## src/rtl/alu_pkg.sv

```systemverilog
// Shared ALU definitions: op codes, exception cause codes and writeback sequencer states.
// Pure declarations, no logic; imported by the ALU and the stages around it.
package alu_pkg;

    localparam logic [3:0] OP_ADD   = 4'h1;
    localparam logic [3:0] OP_SUB   = 4'h2;
    localparam logic [3:0] OP_MUL   = 4'h4;
    localparam logic [3:0] OP_DIV   = 4'h8;
    localparam logic [3:0] OP_ANDI  = 4'hC;
    localparam logic [3:0] OP_ORI   = 4'hE;
    localparam logic [3:0] OP_ADDNF = 4'hF;

    localparam logic [1:0] EXC_NONE = 2'b00;
    localparam logic [1:0] EXC_OVF  = 2'b01;
    localparam logic [1:0] EXC_DIV0 = 2'b10;

    typedef enum logic [1:0] {
        ST_IDLE = 2'd0,
        ST_WB1  = 2'd1,
        ST_WB2  = 2'd2,
        ST_EXC  = 2'd3
    } wb_state_t;

    // MUL and DIV produce a second word that goes to R0 after the Rd write.
    function automatic logic is_dual(input logic [3:0] ctrl);
        return (ctrl == OP_MUL) || (ctrl == OP_DIV);
    endfunction

endpackage

```

## src/rtl/alu_wb_seq.sv

```systemverilog
// ALU writeback sequencer: Rd write 1 cycle after transfer, R0 write 2 cycles after for MUL/DIV.
// Backpressure: in_ready low in WB2, EXC, WB1 of a MUL/DIV, and while reset is low.
module alu_wb_seq
    import alu_pkg::*;
#(
    parameter int DW      = 16,
    parameter int AW      = 4,
    parameter int R0_ADDR = 0
) (
    input  logic          clk,
    input  logic          reset,
    input  logic          in_valid,
    output logic          in_ready,
    input  logic [3:0]    alu_ctrl,
    input  logic [DW-1:0] alu_out,
    input  logic [DW-1:0] alu_r0,
    input  logic          alu_ovf,
    input  logic          alu_b_zero,
    input  logic [AW-1:0] in_rd,
    input  logic          in_wb_en,
    input  logic [DW-1:0] in_pc,
    input  logic          flush,
    output logic          rf_we,
    output logic [AW-1:0] rf_waddr,
    output logic [DW-1:0] rf_wdata,
    output logic          exc_valid,
    output logic [1:0]    exc_cause,
    output logic [DW-1:0] exc_pc,
    input  logic          exc_ack
);

    wb_state_t     r_state;
    wb_state_t     w_nxt_state;

    logic          r_dual;
    logic          r_div0;
    logic [DW-1:0] r_out;
    logic [DW-1:0] r_r0;
    logic [AW-1:0] r_rd;
    logic          r_wb_en;
    logic [DW-1:0] r_pc;

    logic          w_in_div0;
    logic          w_in_fault;
    logic          w_offer;
    logic          w_load;

    assign w_in_div0  = (alu_ctrl == OP_DIV) && alu_b_zero;
    assign w_in_fault = w_in_div0 || alu_ovf;
    // A transfer presented together with flush is consumed but discarded.
    assign w_offer    = in_valid && !flush;

    always_ff @(posedge clk) begin
        if (!reset) begin
            r_state <= ST_IDLE;
        end else begin
            r_state <= w_nxt_state;
        end
    end

    always_ff @(posedge clk) begin
        if (!reset) begin
            r_dual  <= 1'b0;
            r_div0  <= 1'b0;
            r_out   <= '0;
            r_r0    <= '0;
            r_rd    <= '0;
            r_wb_en <= 1'b0;
            r_pc    <= '0;
        end else if (w_load) begin
            r_dual  <= is_dual(alu_ctrl);
            r_div0  <= w_in_div0;
            r_out   <= alu_out;
            r_r0    <= alu_r0;
            r_rd    <= in_rd;
            r_wb_en <= in_wb_en;
            r_pc    <= in_pc;
        end
    end

    always_comb begin
        w_nxt_state = r_state;
        w_load      = 1'b0;
        in_ready    = 1'b0;
        rf_we       = 1'b0;
        rf_waddr    = '0;
        rf_wdata    = '0;
        exc_valid   = 1'b0;
        exc_cause   = EXC_NONE;
        exc_pc      = '0;

        case (r_state)
            ST_IDLE: begin
                in_ready = 1'b1;
                if (w_offer) begin
                    w_load      = 1'b1;
                    w_nxt_state = w_in_fault ? ST_EXC : ST_WB1;
                end
            end
            ST_WB1: begin
                in_ready = !r_dual;
                rf_we    = r_wb_en;
                rf_waddr = r_rd;
                rf_wdata = r_out;
                if (flush) begin
                    w_nxt_state = ST_IDLE;
                end else if (r_dual) begin
                    w_nxt_state = ST_WB2;
                end else if (in_valid) begin
                    w_load      = 1'b1;
                    w_nxt_state = w_in_fault ? ST_EXC : ST_WB1;
                end else begin
                    w_nxt_state = ST_IDLE;
                end
            end
            ST_WB2: begin
                rf_we       = 1'b1;
                rf_waddr    = AW'(R0_ADDR);
                rf_wdata    = r_r0;
                w_nxt_state = ST_IDLE;
            end
            ST_EXC: begin
                exc_valid = 1'b1;
                exc_cause = r_div0 ? EXC_DIV0 : EXC_OVF;
                exc_pc    = r_pc;
                if (exc_ack) begin
                    w_nxt_state = ST_IDLE;
                end
            end
            default: begin
                w_nxt_state = ST_IDLE;
            end
        endcase

        // Flush kills the write in the same cycle; EXC outputs are deliberately left alone.
        if (flush) begin
            rf_we = 1'b0;
        end

        // Outputs hold their reset values for as long as reset is asserted, not just after the edge.
        if (!reset) begin
            w_load    = 1'b0;
            in_ready  = 1'b0;
            rf_we     = 1'b0;
            rf_waddr  = '0;
            rf_wdata  = '0;
            exc_valid = 1'b0;
            exc_cause = EXC_NONE;
            exc_pc    = '0;
        end
    end

endmodule

```

## config.mk

```make
export PLATFORM = sky130hd
export DESIGN_NAME = alu_wb_seq
export DESIGN_NICKNAME = d
export VERILOG_FILES = /design/src/rtl/alu_pkg.sv /design/src/rtl/alu_wb_seq.sv
export SDC_FILE = /design/constraint.sdc
export NUM_CORES = 1
export LEC_CHECK = 0
export BUFFER_PORTS_ARGS = -buffer_cell sky130_fd_sc_hd__buf_4
export CAP_MARGIN = 20
export CORE_MARGIN = 2
export CORE_UTILIZATION = 36
export CTS_CLUSTER_DIAMETER = 80
export DETAILED_ROUTE_END_ITERATION = 8
export GPL_TIMING_DRIVEN = 0
export PLACE_DENSITY = 0.71
export SLEW_MARGIN = 25
export SYNTH_ARGS = -nofsm -noshare
export SYNTH_HDL_FRONTEND = slang
export SYNTH_SLANG_ARGS = --single-unit
export TNS_END_PERCENT = 1
```

## constraint.sdc

```tcl
create_clock -name clk -period 2.1 [get_ports clk]
set_input_delay 0.315 -clock clk [delete_from_list [all_inputs] [get_ports clk]]
set_output_delay 0.315 -clock clk [all_outputs]
set_load 0.005 [all_outputs]
```

Yosys cells after proc, flatten, opt, wreduce, memory -nomap -nowiden
Cells that the tools add are included.
{"block": "totals", "register_bits": 57, "out_inout_bits": 41, "inputBits": 64}
{"block": "classes", "reduce_logical": 8, "n_eq_ne": 7, "mux": 29}
{"cell": "16-bit 2-to-1 mux", "n": 3}
{"cell": "16-bit case mux with 2 select lines", "n": 1}
{"cell": "2-bit 2-to-1 mux", "n": 9}
{"cell": "1-bit 2-to-1 mux", "n": 10}
{"cell": "4-bit 2-to-1 mux", "n": 2}
{"cell": "2-bit case mux with 4 select lines", "n": 1}
{"cell": "1-bit case mux with 2 select lines", "n": 3}
{"cell": "2-bit equality test, second input constant", "n": 2}
{"cell": "4-bit by 3-bit equality test with 1-bit output, second input constant", "n": 1}
{"cell": "4-bit equality test, second input constant", "n": 1}
{"cell": "2-bit != test, second input constant", "n": 2}
{"cell": "2-bit by 1-bit equality test with 1-bit output, second input constant", "n": 1}
{"cell": "1-bit logical AND", "n": 2}
{"cell": "1-bit zero test", "n": 2}
{"cell": "2-bit zero test", "n": 1}
{"cell": "1-bit logical OR", "n": 2}
{"cell": "2-bit AND reduction", "n": 1}

Logic depth before layout (Yosys ltp)
{"block": "logic_depth", "word_depth": 8, "depth_mapped": 8}

Worst setup path before layout
OpenSTA, ideal clock, no wires.
{"block": "synth_timing", "path_type": "register -> register", "from": "reg r_state[1]", "to": "reg r_pc[0]", "required_ps": 2026, "period_less_slack_ps": 1635, "t_arrival_ps": 1561, "path_slack_ps": 465, "stages_incl_launch_ff": 9, "n_path_buf": 2, "path_cell_list": "dfxtp_1 inv_1 ha_1 and2b_1 o211ai_4 buf_4 buf_4 nand3_1 o21ai_0"}
{"block": "synth_between", "elab_chain_len": 3}
{"item": "from (decl)", "line": "alu_wb_seq.sv:32", "source": "wb_state_t r_state;"}
{"item": "from (signal assigned)", "line": "alu_wb_seq.sv:57", "source": "r_state <= w_nxt_state;"}
{"item": "2-bit by 1-bit equality test with 1-bit output / 2-bit zero test (equally long branches)", "line": "alu_wb_seq.sv:92", "source": "case (r_state)"}
{"item": "1-bit case mux with 2 select lines *", "line": "alu_wb_seq.sv:92"}
{"item": "1-bit 2-to-1 mux *", "line": "alu_wb_seq.sv:141", "source": "if (!reset) begin"}
{"item": "to (signal assigned)", "line": "alu_wb_seq.sv:77", "source": "r_pc <= in_pc;"}
{"item": "to (decl)", "line": "alu_wb_seq.sv:41", "source": "logic [DW-1:0] r_pc;"}
Mark *: on every way between the ends. The rest lies on a longest branch, timed or not.
A chain may end at the register's enable or synchronous reset.

Final worst setup path
{"block": "layout_timing", "from": "reg r_state[0]", "to": "out rf_wdata[10]"}
{"block": "layout_between", "elab_chain_len": 3}
{"item": "2-bit equality test / 2-bit by 1-bit equality test with 1-bit output (equally long branches)", "line": "alu_wb_seq.sv:92"}
{"item": "16-bit case mux with 2 select lines *", "line": "alu_wb_seq.sv:92"}
{"item": "16-bit 2-to-1 mux *", "line": "alu_wb_seq.sv:141"}
{"item": "to (decl)", "line": "alu_wb_seq.sv:25", "source": "output logic [DW-1:0] rf_wdata,"}
Marked as above.

==> results.md <==
* Detail Route Antenna Nets at 0
* Critical path class: reg2out
* # H-tree levels at 3
* Status: complete, no violations
* Worst slew margin at 0.622
* # DRC at 0
* Post-synthesis net count at 403
* Clock latency on the worst-skew pair at 0.34 ns
* Fin crit share at 0.956
* Req. time, crit path at 1.78 ns
* Min-Delay Path Class: in2reg
* Nets at 516
* Core area at 0.00683 sq mm
* Drt pass-1 iters at 4
* Post-DP HPWL at 5400 um
* Netlist Area Pre-Place at 0.00257 sq mm
* Crit-path max FO at 10
* P_sw at 0.831 mW
* # Post-CTS Setup Buffers at 0
* DRT Wirelength at 7180 um
* First-pass GRT wire length at 11100 um
* Total grt overflow at 0
* Asr flop ratio synth at 0
* Number of enable flip-flop cells after synthesis at 0
* Bufs on Longest Clock Path at 2
* Top-area cell type share of the netlist area at 0.444
* Syn Inst Count at 334
* Critical Path Start Type: flip-flop
* CTS Sinks at 57
* YS warnings at 0
* CP cell instances: inv_1 > ha_1 > nand2_2 > buf_4 > nor2_1 > buf_4
* Vias/cell at 4.89
* CP dominant cell by count: buf_4
* WL per Instance at 13.1 um
* Util after Layout at 0.543
* Mean Syn Cell Area at 7.69 sq um
* PD cells at 787 mW/mm^2
* Share of post-route cells with drive strength above 1 at 0.303
* CTS Buf Count at 9
* Synth top area cells: dfxtp_1 44%, nand3_1 10%, o21ai_0 10%
* WP data arrival at 1.69 ns
* Row cnt at 30
* Leak at 1.84 nW
* Register area share after synthesis at 0.444
* Final Hold Fails at 0
* Sequential power share at 0.423
* R2r setup slk at 0.19 ns
* Final RePlAce weighted congestion at 0.822
* Worst path max stage delay at 0.36 ns
* Vias in the first global route at 2502
* Area after DPL at 0.00346 sq mm
* Largest net degree at the start of global routing at 13
* Post-synth cell types at 29
* GRT Total Usage at 0.183
* Peak supply drop at 0.373 mV
* Die width at 88.5 um
* Clock-pin slew on the worst setup and hold paths at 0.07 ns
* Final min period at 2.01 ns
* Die span in y at 88.5 um
* Design Power at 2.92 mW
* MaxCap Viol Count at 0
* Crit end category: primary output
* Power share of the combinational group at 0.181
* Initial Util at 0.376
* WHS Path Cells at 3
* Final Max Slew Viols at 0
* Main synth FF type: dfxtp_1
* Total number of vias at 2678
* Internal power at 2.09 mW
* Switching share of total power at 0.285
* CTS tree: yes
* # fillers at 690
* # IOs at 105
* Clk_skew at 0.00542 ns
* Clk pwr share at 0.396
* Port buffer count at 103
* Slowest CP cell: dfxtp_2
* Clk root buf: clkbuf_8
* N_diodes at 0
* Die Area at 0.00782 sq mm
* Layout Area Growth over Synthesis at 44.5%
* Final setup viols at 0
* R2r worst-path depth at 8
* Worst Max-Slew Pin Slew at 0.561 ns
* Starting DRT DRC Count at 115
* Initial antenna violation count at 0
* Max Clock Freq at 0.498 GHz
* RSZ-0062 raised after global routing: yes
* Cell area after layout at 0.00371 sq mm
* Cell taking the most area after synthesis: dfxtp_1
* Number of synthesized register bits at 57
[timing repair]
action / 4_1_cts / 5_1_grt
cloned: 0 / 0
gates resized for setup: 7 / 11
hold buffers: 0 / 0
endpoints found under the setup margin: 16 / 43
[routing by layer]
| layer | wire (um) | vias up | share of wire | GRT usage |
|---|---|---|---|---|
| met4 | 133 | 0 | 0.019 | 0.0895 |
| met5 | 0 | - | 0 | 0 |
| met2 | 3660 | 66 | 0.51 | 0.312 |
| li1 | - | 1337 | - | - |
| met1 | 3060 | 1263 | 0.43 | 0.222 |
| met3 | 318 | 12 | 0.044 | 0.0326 |
[cell families after synthesis]
kind of cell / Yosys count / synth area share
fa+ha+maj: 5 / 0.0244
xor+xnor: 1 / 0.00341
mux: 1 / 0.00390
simple gates: 108 / 0.216
compound gates: 78 / 0.179
flops: 57 / 0.444
buf+inv: 84 / 0.129
[worst max-delay path: cells and delay by family (launching register included)]
family	cells	cell delay (ns)
fa+ha+maj	1	0.29
buf+inv	3	0.43
flops	1	0.36
simple gates	2	0.28
[cells in the mapped netlist, drive strengths merged (2+ instances only)]
cell type and n:
and2b 2, nand3 53, o21ai 53, nor2 21, a22oi 16, nand2 3
ha 5, inv 58, and3 21, dfxtp 57, a21oi 4, clkbuf 18
buf 8, nand2b 2
[layout make-up]
class                      instances  area, sq um  area share
tap                               96          120      0.0324
inverter                          58          218      0.0587
multi-input combinational        193         1100       0.298
clock buffer                       9          124      0.0334
buffer                            25          124      0.0334
timing repair buffer             103          773       0.208
sequential                        57         1140       0.308
clock inverter                     7          104      0.0280
[power by group through the flow]
stage / Combinational [mW] / Clock, mW / Sequential (mW)
6_report: 0.527 / 1.16 / 1.24
4_1_cts: 0.520 / 1.17 / 1.23
2_1_floorplan: 0.300 / 0 / 1.24
3_5_place_dp: 0.506 / 0 / 1.25
3_3_place_gp: 0.492 / 0 / 1.25
5_1_grt: 0.589 / 1.23 / 1.24
[path summary, 6_finish.rpt]
| path | from | endpoint |
|---|---|---|
| setup reg to reg | r_state[1] | r_pc[8] |
| hold reg to reg | r_pc[3] | r_pc[3] |
| hold / removal | alu_out[5] | r_out[5] |
| setup / recovery | r_state[0] | rf_wdata[10] |
[through the flow]
step	worst slack, ns	setup TNS, ns	cells	hold slack (ns)
3_5_place_dp	0.0642	0	533	0.453
6_report	0.0916	0	548	0.232
5_1_grt	-0.00599	-0.00599	548	0.230
2_1_floorplan	0.465	0	334	0.435
3_3_place_gp	0.115	0	533	0.449
4_1_cts	0.00763	0	548	0.230
[sequential cells by signal, indices dropped and copies added (netlist names)]
| signal | cells |
|---|---|
| r_rd | 4 |
| r_out | 16 |
| r_r0 | 16 |
| r_div0 | 1 |
| r_state | 2 |
| r_wb_en | 1 |
| r_pc | 16 |
| r_dual | 1 |
[cell usage in the layout, fill, tap and decap left out, types with 2 or more instances in the layout]
master,Yosys,final
buf_4,3,107
clkbuf_8,0,9
clkinv_4,0,4
nand2_1,3,2
nor2_1,21,21
inv_1,58,58
and2b_1,2,2
buf_2,4,5
nand2b_1,2,2
bufinv_16,0,2
clkbuf_1,18,12
dfxtp_2,0,2
a21oi_1,4,4
ha_1,5,4
dfxtp_1,57,55
and3_1,21,21
o21ai_0,53,53
a22oi_1,16,15
nand3_1,53,53
clkbuf_4,0,2
No activity file was read; power rests on OpenSTA's default activity.
